<file path="config.mk">
export PLATFORM = sky130hd
export DESIGN_NAME = mult_div_iter
export DESIGN_NICKNAME = d
export VERILOG_FILES = /design/src/rtl/mult_div_iter.sv
export SDC_FILE = /design/constraint.sdc
export NUM_CORES = 1
export LEC_CHECK = 0
export CAP_MARGIN = 20
export CORE_ASPECT_RATIO = 1.1
export CORE_MARGIN = 2
export CORE_UTILIZATION = 60
export DETAILED_ROUTE_END_ITERATION = 12
export PLACE_DENSITY = 0.88
export SLEW_MARGIN = 5
export SYNTH_ARGS = -nofsm -noshare
export SYNTH_HDL_FRONTEND = slang
export SYNTH_SLANG_ARGS = --single-unit
</file>
<file path="constraint.sdc">
create_clock -name clk -period 11.7 [get_ports clk]
set_clock_uncertainty 0.1 [all_clocks]
set_input_delay 1.17 -clock clk [delete_from_list [all_inputs] [get_ports clk]]
set_output_delay 1.17 -clock clk [all_outputs]
set_load 0.02 [all_outputs]
</file>
<file path="src/rtl/mult_div_iter.sv">
// mult_div_iter: iterative MULT/MULTU/DIV/DIVU unit beside the EX stage.
// Result {hi,lo}: product, or {remainder, quotient} for divides.
//
// Ports:
//   clk, rst_n        clock (rising edge), async active-low reset
//   start, flush      request level from EX / cancel the op in flight
//   op                00 MULT, 01 MULTU, 10 DIV, 11 DIVU
//   operand_1/2       multiplicand / dividend, multiplier / divisor
//   busy, done        in MUL/DIV states / one-cycle pulse in DONE
//   div_by_zero       divide with zero divisor, valid with done
//   result            2*WIDTH result, held until the next accepted start
//
// Optional: define MULT_DIV_FAST_MUL_EN for a single-cycle multiply.
module mult_div_iter #(
    parameter int WIDTH = 32,
    parameter int CNT_W = 6
) (
    input  logic               clk,
    input  logic               rst_n,
    input  logic               start,
    input  logic               flush,
    input  logic [1:0]         op,
    input  logic [WIDTH-1:0]   operand_1,
    input  logic [WIDTH-1:0]   operand_2,
    output logic               busy,
    output logic               done,
    output logic               div_by_zero,
    output logic [2*WIDTH-1:0] result
);

    typedef enum logic [1:0] {
        S_IDLE,
        S_MUL,
        S_DIV,
        S_DONE
    } state_t;

    state_t             state;
    logic [CNT_W-1:0]   cnt;
    // acc: running hi half of the product, or the partial remainder.
    // qlo: multiplier shifting out / dividend shifting out, quotient in.
    // opb: multiplicand or divisor (absolute value for signed ops).
    logic [WIDTH-1:0]   acc;
    logic [WIDTH-1:0]   qlo;
    logic [WIDTH-1:0]   opb;
    logic               neg_res;
    logic               neg_rem;
    logic               divz;

    logic               sgn_op;
    logic               last;
    logic [WIDTH-1:0]   abs_1;
    logic [WIDTH-1:0]   abs_2;

    logic [2*WIDTH-1:0] mul_prod;
    logic [2*WIDTH-1:0] mul_res;
`ifndef MULT_DIV_FAST_MUL_EN
    logic [WIDTH:0]     mul_sum;
    logic [WIDTH-1:0]   mul_acc_nxt;
    logic [WIDTH-1:0]   mul_lo_nxt;
`endif

    logic [WIDTH:0]     div_shift;
    logic [WIDTH-1:0]   div_diff;
    logic               div_ge;
    logic [WIDTH-1:0]   div_acc_nxt;
    logic [WIDTH-1:0]   div_lo_nxt;
    logic [WIDTH-1:0]   quot;
    logic [WIDTH-1:0]   rem;
    logic [WIDTH-1:0]   dz_rem;

    assign busy = (state == S_MUL) || (state == S_DIV);
    assign done = (state == S_DONE);

    assign sgn_op = ~op[0];
    assign last   = (cnt == CNT_W'(WIDTH - 1));
    assign abs_1  = (sgn_op && operand_1[WIDTH-1]) ? -operand_1 : operand_1;
    assign abs_2  = (sgn_op && operand_2[WIDTH-1]) ? -operand_2 : operand_2;

`ifdef MULT_DIV_FAST_MUL_EN
    assign mul_prod = {{WIDTH{1'b0}}, opb} * {{WIDTH{1'b0}}, qlo};
`else
    // One shift-add step: add multiplicand into hi when the current
    // multiplier bit is set, then shift {hi, lo} right by one.
    assign mul_sum     = {1'b0, acc} + (qlo[0] ? {1'b0, opb} : '0);
    assign mul_acc_nxt = mul_sum[WIDTH:1];
    assign mul_lo_nxt  = {mul_sum[0], qlo[WIDTH-1:1]};
    assign mul_prod    = {mul_acc_nxt, mul_lo_nxt};
`endif

    assign mul_res = neg_res ? -mul_prod : mul_prod;

    // Restoring step on a WIDTH+1 bit shifted remainder. The remainder
    // kept between steps is always below the divisor, so WIDTH bits
    // hold it and the subtraction can be done modulo 2^WIDTH.
    assign div_shift   = {acc, qlo[WIDTH-1]};
    assign div_ge      = div_shift >= {1'b0, opb};
    assign div_diff    = div_shift[WIDTH-1:0] - opb;
    assign div_acc_nxt = div_ge ? div_diff : div_shift[WIDTH-1:0];
    assign div_lo_nxt  = {qlo[WIDTH-2:0], div_ge};

    assign quot = neg_res ? -div_lo_nxt : div_lo_nxt;
    assign rem  = neg_rem ? -div_acc_nxt : div_acc_nxt;
    // Re-applying the dividend sign to its magnitude restores the raw
    // operand_1, including the most negative value.
    assign dz_rem = neg_rem ? -qlo : qlo;

    always_ff @(posedge clk or negedge rst_n) begin
        if (!rst_n) begin
            state       <= S_IDLE;
            cnt         <= '0;
            acc         <= '0;
            qlo         <= '0;
            opb         <= '0;
            neg_res     <= 1'b0;
            neg_rem     <= 1'b0;
            divz        <= 1'b0;
            div_by_zero <= 1'b0;
            result      <= '0;
        end else begin
            unique case (state)
                S_IDLE: begin
                    if (start && !flush) begin
                        cnt         <= '0;
                        acc         <= '0;
                        qlo         <= abs_1;
                        opb         <= abs_2;
                        neg_res     <= sgn_op &&
                                       (operand_1[WIDTH-1] ^ operand_2[WIDTH-1]);
                        neg_rem     <= sgn_op && operand_1[WIDTH-1];
                        divz        <= op[1] && (operand_2 == '0);
                        div_by_zero <= 1'b0;
                        state       <= op[1] ? S_DIV : S_MUL;
                    end
                end
                S_MUL: begin
                    if (flush) begin
                        state <= S_IDLE;
                    end else begin
`ifdef MULT_DIV_FAST_MUL_EN
                        result <= mul_res;
                        state  <= S_DONE;
`else
                        acc <= mul_acc_nxt;
                        qlo <= mul_lo_nxt;
                        cnt <= cnt + CNT_W'(1);
                        if (last) begin
                            result <= mul_res;
                            state  <= S_DONE;
                        end
`endif
                    end
                end
                S_DIV: begin
                    if (flush) begin
                        state <= S_IDLE;
                    end else if (divz) begin
                        result      <= {dz_rem, {WIDTH{1'b1}}};
                        div_by_zero <= 1'b1;
                        state       <= S_DONE;
                    end else begin
                        acc <= div_acc_nxt;
                        qlo <= div_lo_nxt;
                        cnt <= cnt + CNT_W'(1);
                        if (last) begin
                            result <= {rem, quot};
                            state  <= S_DONE;
                        end
                    end
                end
                S_DONE: begin
                    // Already committed: flush does not suppress done.
                    state <= S_IDLE;
                end
                default: begin
                    state <= S_IDLE;
                end
            endcase
        end
    end

endmodule

</file>
==> impl_results.md <==
* Status: finished clean
* Comb pwr share at 0.714
* Cell internal pwr at 2.752 mW
* Post-CTS Setup Inserts at 0
* Detailed router's first-iteration violation count at 2,727
* Final Slew Violations at 0
* Fraction of the yosys area taken by sequential cells at 0.2381
* Fmax at 155.0 MHz
* Final #Nets at 2,617
* Per-cell routed wire length at 23.69 um
* Core area at 0.02965 mm2
* Placed Area at 0.01945 mm2
* Post-synthesis instance total at 2,455
* CP Cell Sequence: ha_1 -> a21oi_1 -> o21ai_0 -> a31o_2 -> o21ai_0 -> a21o_1 -> nand2_4 -> inv_1 -> mux2i_1 -> ha_1 -> inv_1 -> nor3_1 -> nand3_1 -> nor3_1 -> a31oi_1 -> buf_4 -> or4b_2 -> or4_1 -> nand4_1 -> a31oi_1
* Final hold vios at 0
* # rows at 66
* Clock power share at 0.095
* DP HPWL at 50.39 mm
* CP required at 11.94 ns
* Initial Utilization at 0.6098
* Post-synth ARST share at 1.000
* Most common cell after layout, fill and taps aside: nand2_1
* Mean Syn Cell Area at 7.364 um2
* Global-route wire length before repair at 102.6 mm
* Sw Share at 0.5497
* Fin util at 0.6754
* Clk sinks at 172
* Mapped Area at 0.01808 mm2
* Post-route DRC at 0
* Worst-path clk slew at 0.07 ns
* Slowest CP cell: or4b_2
* DIE AREA at 0.03154 mm2
* FF-to-FF setup slack at 5.25 ns
* Pwr dens at 305.2 mW/mm2
* Antenna violations before repair at 0
* Clk_lat worst skew at 0.46 ns
* Sequential Power Share at 0.192
* Synth top area share at 0.2381
* Endpoint class of the critical path: register
* LEAKAGE at 8.211 nW
* Post-synth top flop: dfrtp_1
* Hold WS at 0.3787 ns
* Vias in the first global route at 18,090
* Worst hold path type: register to register
* Largest net degree at the start of global routing at 113
* Routed WL at 67.65 mm
* Crit Path Category: register to register
* IO buf count at 136
* Area grow syn2layout at 10.76%
* # setup viols final at 0
* Hold-fix buffers, CTS at 0
* Rel. slew slack at 0.01078
* Placed cell count at 2,824
* Critical path peak fanout at 36
* Cell variety after synth at 95
* Peak supply drop at 0.1138 mV
* Seq cells post-synth at 172
* # resized after CTS at 0
* Met2 usage at 0.6955
* Post-synth EDFFs at 0
* Max incr delay on CP at 0.68 ns
* TritonCTS clock tree: built
* Place WS at 5.429 ns
* Crit path DAT at 6.69 ns
* Drt pass-1 iters at 8
* PnR worst setup slack at 5.249 ns
* Synthesized Nets at 2,603
* CP delay by family, top: simple AND/OR/NAND/NOR gates
* Fillcell total at 2,557
* Layout cells sized above 1 at 0.04434
* TNS Setup at 0 ns
* Clock root cell: clkbuf_16
* Non-filler cells in the finished layout at 2,856
* Avg Vias per Cell at 6.899
* Synth top area cells: dfrtp_1, xnor2_1, o21ai_0
* RSZ-0062 raised after global routing: false
* Sw Pwr at 3.360 mW
* Most frequent cells in the layout: nand2_1, o21ai_0, nor2_1, dfrtp_1, xnor2_1
* GRT Total Usage at 0.4230
* CP startpoint kind: register
* Synth warn at 0
* IO Pins at 137
* GRT Max-Usage Layer: met2
* Vias at 19,700
* CTS H-tree depth at 4
* Final Total Pwr at 6.112 mW
* Die extent in y at 186.1 um
* GRT met1 Usage at 0.5211
* Post-layout minimum cycle time at 6.451 ns
* Maxcap violations at 0
* Fin area at 0.02002 mm2
* Placer congestion estimate at 0.9993
* Max clock buf depth at 2
* Num CTS Buffers at 17
* Buf/Inv on CP at 3
* Part of the cycle the worst path needs at 0.5514
* Die Wd at 169.5 um
* Dominant cell type by area after synthesis: dfrtp_1
* Tightest Pin Transition at 1.484 ns
* Congestion Overflow GR at 0
* Met3 Resource Use GR at 0.06847
* Antenna viol nets, final at 0
## path summary, 6_finish.rpt
path / start / end / cells past startpoint
min in group asynchronous: rst_n / result[30] / 1
max in group asynchronous: rst_n / opb[23] / 2
setup / recovery: acc[5] / result[62] / 20
hold / removal: opb[31] / opb[31] / 2
hold reg to reg: opb[31] / opb[31] / 2
setup reg to reg: acc[5] / result[62] / 20
## cells in the mapped netlist, types with 16 or more instances
cell and instances:
and2_1 19, o211ai_1 19, o22ai_1 43, or3_1 30, a31oi_1 16, nor3_1 52, ha_1 76, a22o_1 17
dfrtp_1 172, nor2_1 243, nand2b_1 23, and3_1 19, clkbuf_1 136, a21o_1 33, a21oi_1 133, a22oi_1 26
xor2_1 66, inv_1 72, mux2i_1 25, a221oi_1 25, xnor2_1 158, nand2_1 332, o31ai_1 73, nand3_1 40
nand4_1 18, a211oi_1 36, o21ai_0 266, nor4_1 27
## state kept, by name (all words and copies together) (netlist names)
| register | flops |
|---|---|
| cnt | 6 |
| result | 64 |
| neg_res | 1 |
| divz | 1 |
| opb | 32 |
| acc | 32 |
| qlo | 32 |
| neg_rem | 1 |
| div_by_zero | 1 |
| state | 2 |
## power groups by stage
| stage | Clock, mW | Sequential (mW) | Combinational [mW] |
|---|---|---|---|
| 2_1_floorplan | 0 | 1.07 | 3.03 |
| 3_3_place_gp | 0 | 1.15 | 4.14 |
| 3_5_place_dp | 0 | 1.16 | 4.20 |
| 4_1_cts | 0.583 | 1.15 | 4.23 |
| 5_1_grt | 0.602 | 1.19 | 4.70 |
| 6_report | 0.580 | 1.17 | 4.36 |
## cells by family after synthesis
| group | share of synthesized area |
|---|---|
| xor gates and xnor gates | 0.1085 |
| and+or+nand+nor | 0.2327 |
| muxes | 0.01883 |
| DFF | 0.2381 |
| AOI/OAI and AO/OA | 0.2923 |
| adders and majority gates | 0.05481 |
| buffers and inverters | 0.05474 |
## metal layers
metal / part of all wire / up-vias
li1: - / 8929
met3: 0.093 / 260
met4: 0.067 / 0
met2: 0.46 / 1287
met5: 0 / -
met1: 0.38 / 9227
## final cells by class
class	count	area, um2	area share
Clock inverter	9	87.58	0.004374
Multi-Input combinational cell	2040	12810	0.6399
Inverter	72	270.3	0.01350
Sequential cell	172	4305	0.2150
Timing Repair Buffer	166	1592	0.07949
Tap cell	374	467.9	0.02337
Clock buffer	22	484.2	0.02418
Antenna cell	1	2.502	0.0001250
## tightest hold or removal path, stage by stage (launching register included)
cell	delay [ns]
dfrtp_1	0.34
nand2_1	0.05
o31ai_1	0.05
Note: power is estimated with default switching activity, not from simulation.
